===== src/rtl/asip_ctrl_pkg.sv =====
// Shared types and constants for the ASIP operator control path.
// Launch FSM states, mode bit indices and a one-hot helper.
package asip_ctrl_pkg;

  typedef enum logic [1:0] {
    IDLE,
    RUN,
    RELEASE
  } launch_state_t;

  localparam int NUM_MODES   = 6;
  localparam int MODE_XOR    = 0;
  localparam int MODE_RSHIFT = 1;
  localparam int MODE_LSHIFT = 2;
  localparam int MODE_ECAE   = 3;
  localparam int MODE_DCAE   = 4;
  localparam int MODE_MUL    = 5;

  // True when exactly one bit of v is set.
  function automatic logic is_onehot(
    input logic [NUM_MODES-1:0] v
  );
    logic [NUM_MODES-1:0] low;
    low = v - NUM_MODES'(1);
    return (v != '0) && ((v & low) == '0);
  endfunction

endpackage


===== src/rtl/btn_debounce.sv =====
// Button conditioner: synchroniser, debounce counter, rising-edge pulse.
// Ports: clk, reset (async low), btn_raw in; btn_db level, rise pulse out.
module btn_debounce #(
  parameter int SYNC_STAGES     = 2,
  parameter int DEBOUNCE_CYCLES = 16
) (
  input  logic clk,
  input  logic reset,
  input  logic btn_raw,
  output logic btn_db,
  output logic rise
);

  localparam int CW =
    (DEBOUNCE_CYCLES > 1) ? $clog2(DEBOUNCE_CYCLES) : 1;
  localparam logic [CW-1:0] CNT_LAST =
    CW'(DEBOUNCE_CYCLES - 1);

  logic [SYNC_STAGES-1:0] sync_q;
  logic [CW-1:0]          cnt_q;
  logic                   db_q;
  logic                   db_d1_q;
  logic                   btn_sync;

  assign btn_sync = sync_q[SYNC_STAGES-1];

  always_ff @(posedge clk or negedge reset) begin
    if (!reset) begin
      sync_q <= '0;
    end else begin
      sync_q <= {sync_q[SYNC_STAGES-2:0], btn_raw};
    end
  end

  // Counter only runs while the synced level disagrees
  // with the debounced one; any agreement restarts it.
  always_ff @(posedge clk or negedge reset) begin
    if (!reset) begin
      cnt_q   <= '0;
      db_q    <= 1'b0;
      db_d1_q <= 1'b0;
    end else begin
      db_d1_q <= db_q;
      if (btn_sync == db_q) begin
        cnt_q <= '0;
      end else if (cnt_q == CNT_LAST) begin
        db_q  <= ~db_q;
        cnt_q <= '0;
      end else begin
        cnt_q <= cnt_q + 1'b1;
      end
    end
  end

  assign btn_db = db_q;
  assign rise   = db_q & ~db_d1_q;

endmodule


===== src/rtl/mode_launch_ctrl.sv =====
// Operator launch control: validates switches on start, drives one mode.
// Ports: clk, reset, sw_mode, btn_start, proc_done in; mode_*, busy, err_* out.
module mode_launch_ctrl
  import asip_ctrl_pkg::*;
#(
  parameter int SYNC_STAGES     = 2,
  parameter int DEBOUNCE_CYCLES = 16,
  parameter int TIMEOUT_CYCLES  = 1000000
) (
  input  logic                 clk,
  input  logic                 reset,
  input  logic [NUM_MODES-1:0] sw_mode,
  input  logic                 btn_start,
  input  logic                 proc_done,
  output logic                 mode_xor,
  output logic                 mode_rshift,
  output logic                 mode_lshift,
  output logic                 mode_ecae,
  output logic                 mode_dcae,
  output logic                 mode_mul,
  output logic                 busy,
  output logic                 err_invalid,
  output logic                 err_timeout
);

  localparam int RW =
    (TIMEOUT_CYCLES > 1) ? $clog2(TIMEOUT_CYCLES) : 1;
  localparam logic [RW-1:0] RUN_LAST =
    RW'(TIMEOUT_CYCLES - 1);
  localparam logic TO_EN = (TIMEOUT_CYCLES != 0);

  logic [SYNC_STAGES-1:0][NUM_MODES-1:0] sw_sync_q;
  logic [NUM_MODES-1:0] sw_sync;
  logic                 sw_valid;
  logic                 btn_db;
  logic                 start_evt;

  launch_state_t        state_q;
  launch_state_t        state_d;
  logic [RW-1:0]        run_cnt_q;
  logic [NUM_MODES-1:0] mode_q;
  logic                 err_inv_q;
  logic                 err_to_q;
  logic                 timeout_hit;

  btn_debounce #(
    .SYNC_STAGES     (SYNC_STAGES),
    .DEBOUNCE_CYCLES (DEBOUNCE_CYCLES)
  ) u_start_btn (
    .clk     (clk),
    .reset   (reset),
    .btn_raw (btn_start),
    .btn_db  (btn_db),
    .rise    (start_evt)
  );

  always_ff @(posedge clk or negedge reset) begin
    if (!reset) begin
      sw_sync_q <= '0;
    end else begin
      sw_sync_q[0] <= sw_mode;
      for (int i = 1; i < SYNC_STAGES; i++) begin
        sw_sync_q[i] <= sw_sync_q[i-1];
      end
    end
  end

  assign sw_sync  = sw_sync_q[SYNC_STAGES-1];
  assign sw_valid = is_onehot(sw_sync);

  assign timeout_hit = TO_EN && (run_cnt_q == RUN_LAST);

  always_ff @(posedge clk or negedge reset) begin
    if (!reset) begin
      state_q <= IDLE;
    end else begin
      state_q <= state_d;
    end
  end

  always_comb begin
    state_d = state_q;
    unique case (state_q)
      IDLE: begin
        if (start_evt && sw_valid) begin
          state_d = RUN;
        end
      end
      RUN: begin
        if (proc_done || timeout_hit) begin
          state_d = RELEASE;
        end
      end
      RELEASE: begin
        if (!btn_db) begin
          state_d = IDLE;
        end
      end
      default: state_d = IDLE;
    endcase
  end

  // Mode latch, run timer and sticky flags. proc_done is
  // checked first so a coincident timeout is not flagged.
  always_ff @(posedge clk or negedge reset) begin
    if (!reset) begin
      mode_q    <= '0;
      run_cnt_q <= '0;
      err_inv_q <= 1'b0;
      err_to_q  <= 1'b0;
    end else begin
      unique case (state_q)
        IDLE: begin
          if (start_evt) begin
            if (sw_valid) begin
              mode_q    <= sw_sync;
              run_cnt_q <= '0;
              err_inv_q <= 1'b0;
              err_to_q  <= 1'b0;
            end else begin
              err_inv_q <= 1'b1;
            end
          end
        end
        RUN: begin
          run_cnt_q <= run_cnt_q + 1'b1;
          if (proc_done) begin
            mode_q <= '0;
          end else if (timeout_hit) begin
            mode_q   <= '0;
            err_to_q <= 1'b1;
          end
        end
        default: begin
          mode_q <= '0;
        end
      endcase
    end
  end

  always_comb begin
    busy        = (state_q != IDLE);
    mode_xor    = mode_q[MODE_XOR];
    mode_rshift = mode_q[MODE_RSHIFT];
    mode_lshift = mode_q[MODE_LSHIFT];
    mode_ecae   = mode_q[MODE_ECAE];
    mode_dcae   = mode_q[MODE_DCAE];
    mode_mul    = mode_q[MODE_MUL];
    err_invalid = err_inv_q;
    err_timeout = err_to_q;
  end

endmodule


===== config.mk =====
export PLATFORM = sky130hd
export DESIGN_NAME = mode_launch_ctrl
export DESIGN_NICKNAME = d
export VERILOG_FILES = /design/src/rtl/asip_ctrl_pkg.sv /design/src/rtl/btn_debounce.sv /design/src/rtl/mode_launch_ctrl.sv
export SDC_FILE = /design/constraint.sdc
export NUM_CORES = 1
export LEC_CHECK = 0
export ABC_CLOCK_PERIOD_IN_PS = 2350
export CAP_MARGIN = 15
export CORE_MARGIN = 1
export CORE_UTILIZATION = 49
export CTS_CLUSTER_SIZE = 14
export DETAILED_ROUTE_END_ITERATION = 12
export PLACE_DENSITY = 0.72
export SLEW_MARGIN = 5
export SYNTH_ARGS = -nofsm -noshare
export SYNTH_HDL_FRONTEND = slang
export SYNTH_SLANG_ARGS = --single-unit

===== constraint.sdc =====
create_clock -name clk -period 2.35 [get_ports clk]
set_clock_uncertainty 0.05 [all_clocks]
set_input_delay 0.3525 -clock clk [delete_from_list [all_inputs] [get_ports clk]]
set_output_delay 0.3525 -clock clk [all_outputs]
set_load 0.02 [all_outputs]

==> key figures <==
Run status
  – Status: completed

Placement
  – Gpl congestion: 0.8199
  – Port Buffers: 18
  – Worst slack, placed: -0.1221 ns
  – DP Wirelength: 3044 µm
  – Placement Cell Area: 2625 µm²

Yosys
  – Synth warn: 0
  – Mapped Avg Cell Area: 11.02 µm²
  – Netlist Area Pre-Place: 2260 µm²
  – Async S/R FF share, synth: 1.000
  – Synth Instances: 205
  – Number of flops mapped to enable cells by yosys: 0
  – Top_reg_cell synth: dfrtp_1
  – Yosys top cell area share: 0.5537
  – Ranking of synthesized cells by area: dfrtp_1 (55%), a22o_1 (4.3%), a21oi_1 (3.8%)
  – Distinct cell type count after synthesis: 44
  – Post-Syn Nets: 217
  – Synth Register Bits: 50
  – Sequential share of the synthesized area: 0.5537
  – Post-synth top area cell: dfrtp_1

Power and ir drop
  – P per Cell Area: 517.6 nW/µm²
  – Net Sw Frac: 0.2211
  – IR drop worst, VDD: 0.4384 mV
  – Part of the power in the clock network: 0.351
  – Logic pwr share: 0.047
  – Net switching power: 0.3255 mW
  – P_leak: 1.196 nW
  – Int Pwr: 1.147 mW
  – Seq pwr share: 0.602

Clock tree
  – CTS buffer count: 5
  – CTS tree: built
  – Clock Tree Buf Depth: 2
  – Sinks on Clock Net: 50
  – Reg clk slew, reported paths: 0.09 ns
  – Clk_lat worst skew: 0.30 ns
  – Root buffer cell: clkbuf_8
  – H-tree depth: 2

Drt
  – Post-Route WL: 4657 µm
  – Residual DRC count: 0
  – Post-DR vias/cell: 5.949
  – Iteration-0 DRC Markers: 116
  – Wire per inst: 15.68 µm
  – TritonRoute pass-1 iters: 4
  – Vias: 1,767
  – ANT nets after route: 0

Critical path
  – Largest stage delay on the critical path: 0.56 ns
  – Slowest-stage cell, CP: or4_4
  – Buf/Inv on CP: 1
  – Critical Path Fanout Max: 13
  – Critical path type: reg -> reg
  – Critical path startpoint category: register
  – Crit. End Element: register
  – Data arrival, critical path: 2.52 ns
  – Worst EP required: 2.54 ns
  – Cell family with most CP delay: simple AND/OR/NAND/NOR gates
  – Worst-path cell chain: or4_4, a2111oi_4, a311oi_4, buf_12, or4_1, a21oi_2

Finish
  – Final instance area: 2844 µm²
  – Layout cells sized above 1: 0.2000
  – NumNets Final: 256
  – Area Growth Syn to Fin: 25.86%
  – ANT cells: 0
  – Post-layout util: 0.6487

Timing
  – Count of final setup violators: 0
  – Final setup margin: 0.01851 ns
  – Hold WS: 0.3029 ns
  – Final Critical Period: 2.331 ns
  – Final slew viol count: 0
  – Max-slew headroom: 0.5112
  – Worst slew pin tran: 0.7269 ns
  – Crit share post-route: 0.9921
  – Fmax: 0.4289 GHz
  – Final Hold Viols: 0
  – RSZ-0062 raised after global routing: true
  – Fin Setup TNS: 0 ns

Floorplanning
  – Core ar.: 4384 µm²
  – Initial Util: 0.5154
  – Die width: 69.91 µm
  – FP Rows: 24
  – Die ar.: 4887 µm²
  – Die Ht: 69.91 µm
  – Ports: 19

Hold path
  – Class of the worst hold path: reg -> reg

Global routing
  – GRT Residual Overflow: 0
  – First-pass GRT wire length: 7935 µm
  – Gr usage total: 0.2062
  – Number of antenna violations at the first check in global routing: 0
  – Vias in the first global route: 1,691
  – Largest net degree at the start of global routing: 29

Job
  – Maximum capacitance violations: 0
## synth_stat cells, drive strengths merged, types with 2 or more instances
cell type / n
nor2: 11
nand3b: 2
nor2b: 2
nand3: 7
or3: 4
clkbuf: 6
o31ai: 11
inv: 5
a22o: 11
a21o: 3
xor2: 3
o21ai: 5
nand4: 5
dfrtp: 50
buf: 2
mux2: 2
or2: 3
nor4: 2
nor3: 4
nand2: 10
or4b: 3
a21oi: 17
o41ai: 2
nand2b: 5
a211oi: 2
ha: 2
xnor2: 2
or4: 12
## cell families (layout without fill, tap and decap cells)
| group | Yosys count | after routing | synth area share |
|---|---|---|---|
| compound gates | 55 | 55 | 0.1761 |
| simple gates | 77 | 77 | 0.2032 |
| xor+xnor | 5 | 5 | 0.01938 |
| mux | 3 | 3 | 0.01440 |
| flops | 50 | 50 | 0.5537 |
| fa+ha+maj | 2 | 2 | 0.01107 |
| buf+inv | 13 | 53 | 0.02214 |
## per-layer routing
layer  GRT usage  vias to the layer above  routed length (µm)  part of all wire
met5           0                        -                   0                 0
met4     0.06000                        0                  58             0.012
met3     0.04762                        7                 152             0.033
met2      0.3365                       30                2258              0.48
met1      0.2761                      869                2188              0.47
li1            -                      861                   -                 -
## repair_timing
action / in CTS / in global routing
pin swaps: 1 / 5
hold endpoints to repair: 22 / 0
endpoints found under the setup margin: 13 / 17
setup buffers: 1 / 4
hold buffers: 1 / 0
resized for setup: 1 / 10
cloned: 0 / 1
## worst paths after layout
check	slack, ns	startpoint	end	cells after the start
max	0.02	sw_sync[2]$_DFF_PN0_	run_cnt_q[18]$_DFFE_PN0P_	6
min	0.30	sw_sync_q[3]$_DFF_PN0_	sw_sync[3]$_DFF_PN0_	0
max reg2reg	0.02	sw_sync[2]$_DFF_PN0_	run_cnt_q[18]$_DFFE_PN0P_	6
min reg2reg	0.30	sw_sync_q[3]$_DFF_PN0_	sw_sync[3]$_DFF_PN0_	0
max in group asynchronous	1.22	reset	state_q[1]$_DFFE_PN0P_	3
min in group asynchronous	0.50	reset	run_cnt_q[18]$_DFFE_PN0P_	2
## registers in the layout, indices dropped and copies added (netlist names)
signal	flops
run_cnt_q	20
mode_q	6
sw_sync	6
sw_sync_q	6
u_start_btn.cnt_q	4
state_q	2
u_start_btn.sync_q	2
err_invalid	1
err_timeout	1
u_start_btn.btn_db	1
u_start_btn.db_d1_q	1
## cell type report
class,count,area (µm²)
Fill cell,367,1540
Clock inverter,2,12.51
Tap cell,52,65.06
Inverter,5,18.77
Timing Repair Buffer,40,397.9
Clock buffer,6,82.58
Sequential cell,50,1251
Multi-Input combinational cell,142,1016
## stage by stage
stage	power, mW	std cells
final	1.472	297
after detailed placement	0.9694	282
after global placement	0.9686	282
after floorplan	0.9240	205
after CTS	1.485	292
after global routing	1.537	297
## worst reg2reg max path, delay by kind of cell, from the launching register on
kind	cells	cell delay, ns
buffers and inverters	1	0.19
AO/OA/AOI/OAI	3	0.58
flip-flops	1	0.38
AND/OR/NAND/NOR	2	1.08
## cell usage in the layout, fill, tap and decap left out, types with 4 or more instances in the layout
cell,n
clkbuf_8,6
nor3_1,4
buf_4,17
a21oi_1,13
a21oi_2,4
o21ai_0,5
clkdlybuf4s50_1,17
nand4_1,5
or4_4,5
nand3_1,7
nand2b_1,5
a22o_1,11
inv_1,5
dfrtp_1,50
o31ai_1,11
or4_1,7
or3_1,4
nor2_1,11
nand2_1,10
## power by group through the flow
stage	clock network (mW)	logic [mW]	registers [mW]
6_report	0.516	0.0690	0.887
3_3_place_gp	0	0.0650	0.904
4_1_cts	0.528	0.0700	0.887
2_1_floorplan	0	0.0195	0.904
3_5_place_dp	0	0.0652	0.904
5_1_grt	0.569	0.0782	0.890
No activity file was read; power rests on OpenSTA's default activity.
